**src/rtl/univ_shift_reg.sv**
```systemverilog
// univ_shift_reg: WIDTH-bit universal register (hold/load/shift/rotate/clear)
// with a burst FSM that performs N serial shifts from a single start pulse.
module univ_shift_reg #(
   parameter  int WIDTH = 8,
   localparam int CW    = $clog2(WIDTH + 1)
) (
   input  logic             i_clk,
   input  logic             i_rst_n,
   input  logic [2:0]       i_mode,
   input  logic [WIDTH-1:0] i_d_in,
   input  logic             i_sin_r,
   input  logic             i_sin_l,
   input  logic             i_start,
   input  logic             i_dir,
   input  logic [CW-1:0]    i_shift_cnt,
   output logic [WIDTH-1:0] o_q,
   output logic             o_sout_msb,
   output logic             o_sout_lsb,
   output logic             o_busy,
   output logic             o_done
);
   typedef enum logic {IDLE, SHIFT} state_t;
   state_t           r_state;
   logic [WIDTH-1:0] r_q;
   logic [CW-1:0]    r_rem;
   logic             r_dir;
   logic             r_done;
   logic [WIDTH-1:0] w_shl;
   logic [WIDTH-1:0] w_shr;
   logic [WIDTH-1:0] w_mode_q;
   assign w_shl = {r_q[WIDTH-2:0], i_sin_r};
   assign w_shr = {i_sin_l, r_q[WIDTH-1:1]};
   always_comb
      w_mode_q = (i_mode == 3'b001) ? i_d_in :
                 (i_mode == 3'b010) ? w_shl :
                 (i_mode == 3'b011) ? w_shr :
                 (i_mode == 3'b100) ? {r_q[WIDTH-2:0], r_q[WIDTH-1]} :
                 (i_mode == 3'b101) ? {r_q[0], r_q[WIDTH-1:1]} :
                 (i_mode == 3'b110) ? '0 : r_q;
   // r_rem holds shifts still to do after the current edge; the burst ends when it reaches zero
   always_ff @(posedge i_clk or negedge i_rst_n) begin
      if (!i_rst_n) begin
         r_state <= IDLE;
         r_q     <= '0;
         r_rem   <= '0;
         r_dir   <= 1'b0;
         r_done  <= 1'b0;
      end else begin
         r_done <= 1'b0;
         if (r_state == SHIFT) begin
            r_q   <= r_dir ? w_shr : w_shl;
            r_rem <= r_rem - CW'(1);
            if (r_rem == CW'(1)) begin
               r_state <= IDLE;
               r_done  <= 1'b1;
            end
         end else if (i_start) begin
            if (i_shift_cnt == '0) begin
               r_done <= 1'b1;
            end else begin
               r_q   <= i_dir ? w_shr : w_shl;
               r_rem <= i_shift_cnt - CW'(1);
               r_dir <= i_dir;
               if (i_shift_cnt == CW'(1)) r_done <= 1'b1;
               else r_state <= SHIFT;
            end
         end else begin
            r_q <= w_mode_q;
         end
      end
   end
   assign o_q        = r_q;
   assign o_sout_msb = r_q[WIDTH-1];
   assign o_sout_lsb = r_q[0];
   assign o_busy     = (r_state == SHIFT);
   assign o_done     = r_done;
endmodule

```
**config.mk**
```make
export PLATFORM = sky130hd
export DESIGN_NAME = univ_shift_reg
export DESIGN_NICKNAME = d
export VERILOG_FILES = /design/src/rtl/univ_shift_reg.sv
export SDC_FILE = /design/constraint.sdc
export NUM_CORES = 1
export LEC_CHECK = 0
export CORE_UTILIZATION = 50
export CTS_CLUSTER_SIZE = 28
export DETAILED_ROUTE_END_ITERATION = 10
export DONT_BUFFER_PORTS = 1
export GPL_TIMING_DRIVEN = 0
export HOLD_SLACK_MARGIN = 0.12
export PLACE_DENSITY = 0.71
export SYNTH_ARGS = -nofsm -noshare
export SYNTH_HDL_FRONTEND = slang
export SYNTH_SLANG_ARGS = --single-unit
```
**constraint.sdc**
```tcl
create_clock -name i_clk -period 3.2 [get_ports i_clk]
set_input_delay 0.16 -clock i_clk [delete_from_list [all_inputs] [get_ports i_clk]]
set_output_delay 0.16 -clock i_clk [all_outputs]
set_load 0.02 [all_outputs]
```
==> reports/metrics.yaml <==
layout:
  finalCoreUtilization_pct: 55.9
  n_antenna_cell: 0
  nets: 203
  final_cell_count_no_fill: 207
  nFillCells: 269
  syn2layout_area_growth_pct: 5.84
  drive_gt1_share_pct: 14.8
  fin_area_um2: 1540
routing:
  drt-vias-per-instance: 6.28
  avgRoutedWirePerCell_um: 16.9
  vias: 1300
  drt-initial-drc-count: 56
  drt_first_pass_iters: 4
  drc_errors: 0
  postRouteAntennaNets: 0
  routed_wirelength_mm: 3.49
cts:
  cts_tree: "done"
  insertion_delay_ns: 0.29
  post_cts_buffers: 0
  clkSlewWorstSetupHoldPaths_ns: 0.10
  ctsRootBufferMaster: "clkbuf_4"
  clock_path_buffers: 2
  htreeDepth: 1
  cts_sinks: 15
  post_cts_resize_count: 0
  cts_buffers: 3
die:
  std_cell_rows: 19
  coreArea_um2: 2760
  die_width_um: 56.0
  dieArea_um2: 3140
  die_h_um: 56.0
  num_io_pins: 33
  initial_core_util_pct: 52.9
timing:
  hold_ws_ns: 0.125
  finalSetupViolations: 0
  worstMarginPinSlew_ns: 0.703
  hold_violations: 0
  fin_crit_ns: 1.66
  fin_crit_sh_pct: 51.8
  max_clock_freq_ghz: 0.603
  slew_viol_final: 0
  relSlewSlack_pct: 53.0
  rsz0062_at_grt: "false"
  fin_ws_ns: 1.54
  clock-skew-final_ns: 0.00268
  tns_ns: 0
grt:
  grt_usage_pct: 24.1
  grt-ovfl-total: 0
  antenna_found_initial: 0
  grt_pass1_vias: 1330
  grt_pass1_wl_mm: 6.08
  grt_max_degree: 16
setup_path:
  reg2reg_depth: 5
  path_cells: "buf_6, inv_1, buf_2, and2_1, mux2_1"
  cp.arrival_ns: 1.85
  cp.required_ns: 3.39
  worstSetupPathDepth: 5
  slowest_delay_ns: 0.47
  endpoint_kind: "flip-flop"
  worst-path-max-fanout: 10
  startpoint_type: "flip-flop"
  critPathTopFamily: "buffers and inverters"
  regToRegSetupSlack_ns: 1.54
  path_buf_inv: 3
  crit_type: "flip-flop to flip-flop"
  cpMaxStageDelayCell: "dfrtp_1"
logic_synthesis:
  synth_area_um2: 1460
  synth_top_area_cell: "dfrtp_1"
  ys_types: 35
  synth-seq-area-share_pct: 25.8
  synth_top_cell_area_share_pct: 25.8
  synth_nets: 196
  syn-instance-count: 170
  yosysWarnings: 0
  netlist_top_cells_area: "dfrtp_1, mux2i_1, mux2_1, a31oi_2, o21ai_0"
  syn-mean-instance-area_um2: 8.57
  synth-seq-cells: 15
power:
  p_int_mw: 0.672
  p_sw_share_pct: 49.6
  power.switching_mw: 0.660
  pwr-share-clk_pct: 8.8
  power.density_nw_per_um2: 863
  total_leakage_power_nw: 0.618
  combPwrFrac_pct: 52.6
  power_mw: 1.33
  peakVddDrop_uv: 669
  p_seq_share_pct: 38.7
placed_design:
  dp.cells: 201
  place_area_um2: 1500
  pre_cts_slack_ns: 1.55
  gp_congestion: 0.831
  io_buffers: 0
  hpwl_mm: 2.54
outcome:
  status: "finished clean"
worst_hold_path:
  hp-class: "input port to flip-flop"
  hold_depth: 3
run:
  maxCapViolCount: 0
==> routing by layer <==
metal / up-vias / track usage [%] / wire, um
met2: 39 / 39.8 / 1720
met5: - / 0 / 0
met4: 0 / 4.88 / 20
met1: 630 / 32.0 / 1570
li1: 626 / - / -
met3: 5 / 6.05 / 178
==> worst paths after layout <==
check / startpoint / endpoint
setup / recovery: o_busy / r_dir
hold / removal: i_start / o_q[2]
setup reg to reg: o_busy / r_dir
hold reg to reg: r_rem[1] / r_rem[1]
max in group asynchronous: i_rst_n / r_rem[1]
min in group asynchronous: i_rst_n / r_rem[2]
==> flip-flops by register name (all words and copies together), names as in the netlist <==
signal	cells
o_busy	1
r_dir	1
o_q	8
r_rem	4
o_done	1
==> layout make-up <==
cell class                      count  area (um^2)  area share [%]
Multi-Input combinational cell    136          978            63.4
Clock buffer                        4         26.3            1.70
Inverter                            5         18.8            1.22
Sequential cell                    15          375            24.3
Timing Repair Buffer                2         20.0            1.30
Buffer                             14         85.1            5.52
Tap cell                           31         38.8            2.51
==> placed cells by master, fill, tap and decap left out, types with 2 or more instances in the layout <==
| cell | instances |
|---|---|
| nor2_1 | 19 |
| o21ai_0 | 17 |
| dfrtp_1 | 15 |
| nand2_1 | 11 |
| mux2i_1 | 11 |
| nor3_1 | 10 |
| mux2_1 | 9 |
| nor2b_1 | 8 |
| a21oi_1 | 8 |
| a31oi_2 | 8 |
| o2111ai_1 | 6 |
| inv_1 | 5 |
| buf_2 | 5 |
| clkbuf_1 | 5 |
| ha_1 | 5 |
| buf_4 | 3 |
| clkbuf_4 | 3 |
| buf_6 | 2 |
| nand2b_1 | 2 |
| xnor2_1 | 2 |
| nand3b_1 | 2 |
| o211ai_1 | 2 |
| xor2_1 | 2 |
| o21ai_1 | 2 |
| dlygate4sd3_1 | 2 |
==> logic make-up after synthesis <==
family / synth area share, %
simple gates: 21.1
mux: 14.5
flops: 25.8
compound gates: 24.8
fa+ha+maj: 4.29
xor+xnor: 2.40
buf+inv: 7.12
==> power by group through the flow <==
stage / Clock [mW] / Sequential, mW / Combinational (mW)
floorplan: 0 / 0.470 / 0.594
finish: 0.117 / 0.515 / 0.700
CTS: 0.118 / 0.514 / 0.703
detailed placement: 0 / 0.519 / 0.693
global placement: 0 / 0.513 / 0.663
global route: 0.127 / 0.536 / 0.765
==> what timing repair did <==
item / 4_1_cts / 5_1_grt
hold buffers: 2 / 0
endpoints found under the setup margin: 0 / 0
hold endpoints to repair: 16 / 0
==> cell usage after synthesis <==
cell type	count
a21oi_1	8
a221o_1	1
a221oi_1	1
a22o_1	1
a31oi_2	8
a31oi_4	1
and2_1	1
and3_4	1
buf_2	5
buf_4	3
buf_6	2
clkbuf_1	4
dfrtp_1	15
ha_1	5
inv_1	5
mux2_1	9
mux2i_1	11
nand2_1	11
nand2b_1	2
nand3b_1	2
nand4_1	1
nor2_1	19
nor2_4	1
nor2b_1	8
nor3_1	10
nor3_2	1
nor3_4	1
o2111ai_1	6
o211ai_1	2
o21ai_0	17
o21ai_1	2
o32a_1	1
or2_1	1
xnor2_1	2
xor2_1	2
==> worst min-delay path, stage by stage <==
cell	delay [ns]
nor2_4	0.04
o2111ai_1	0.09
a31oi_2	0.08
Power figures use the tool's default switching activity.
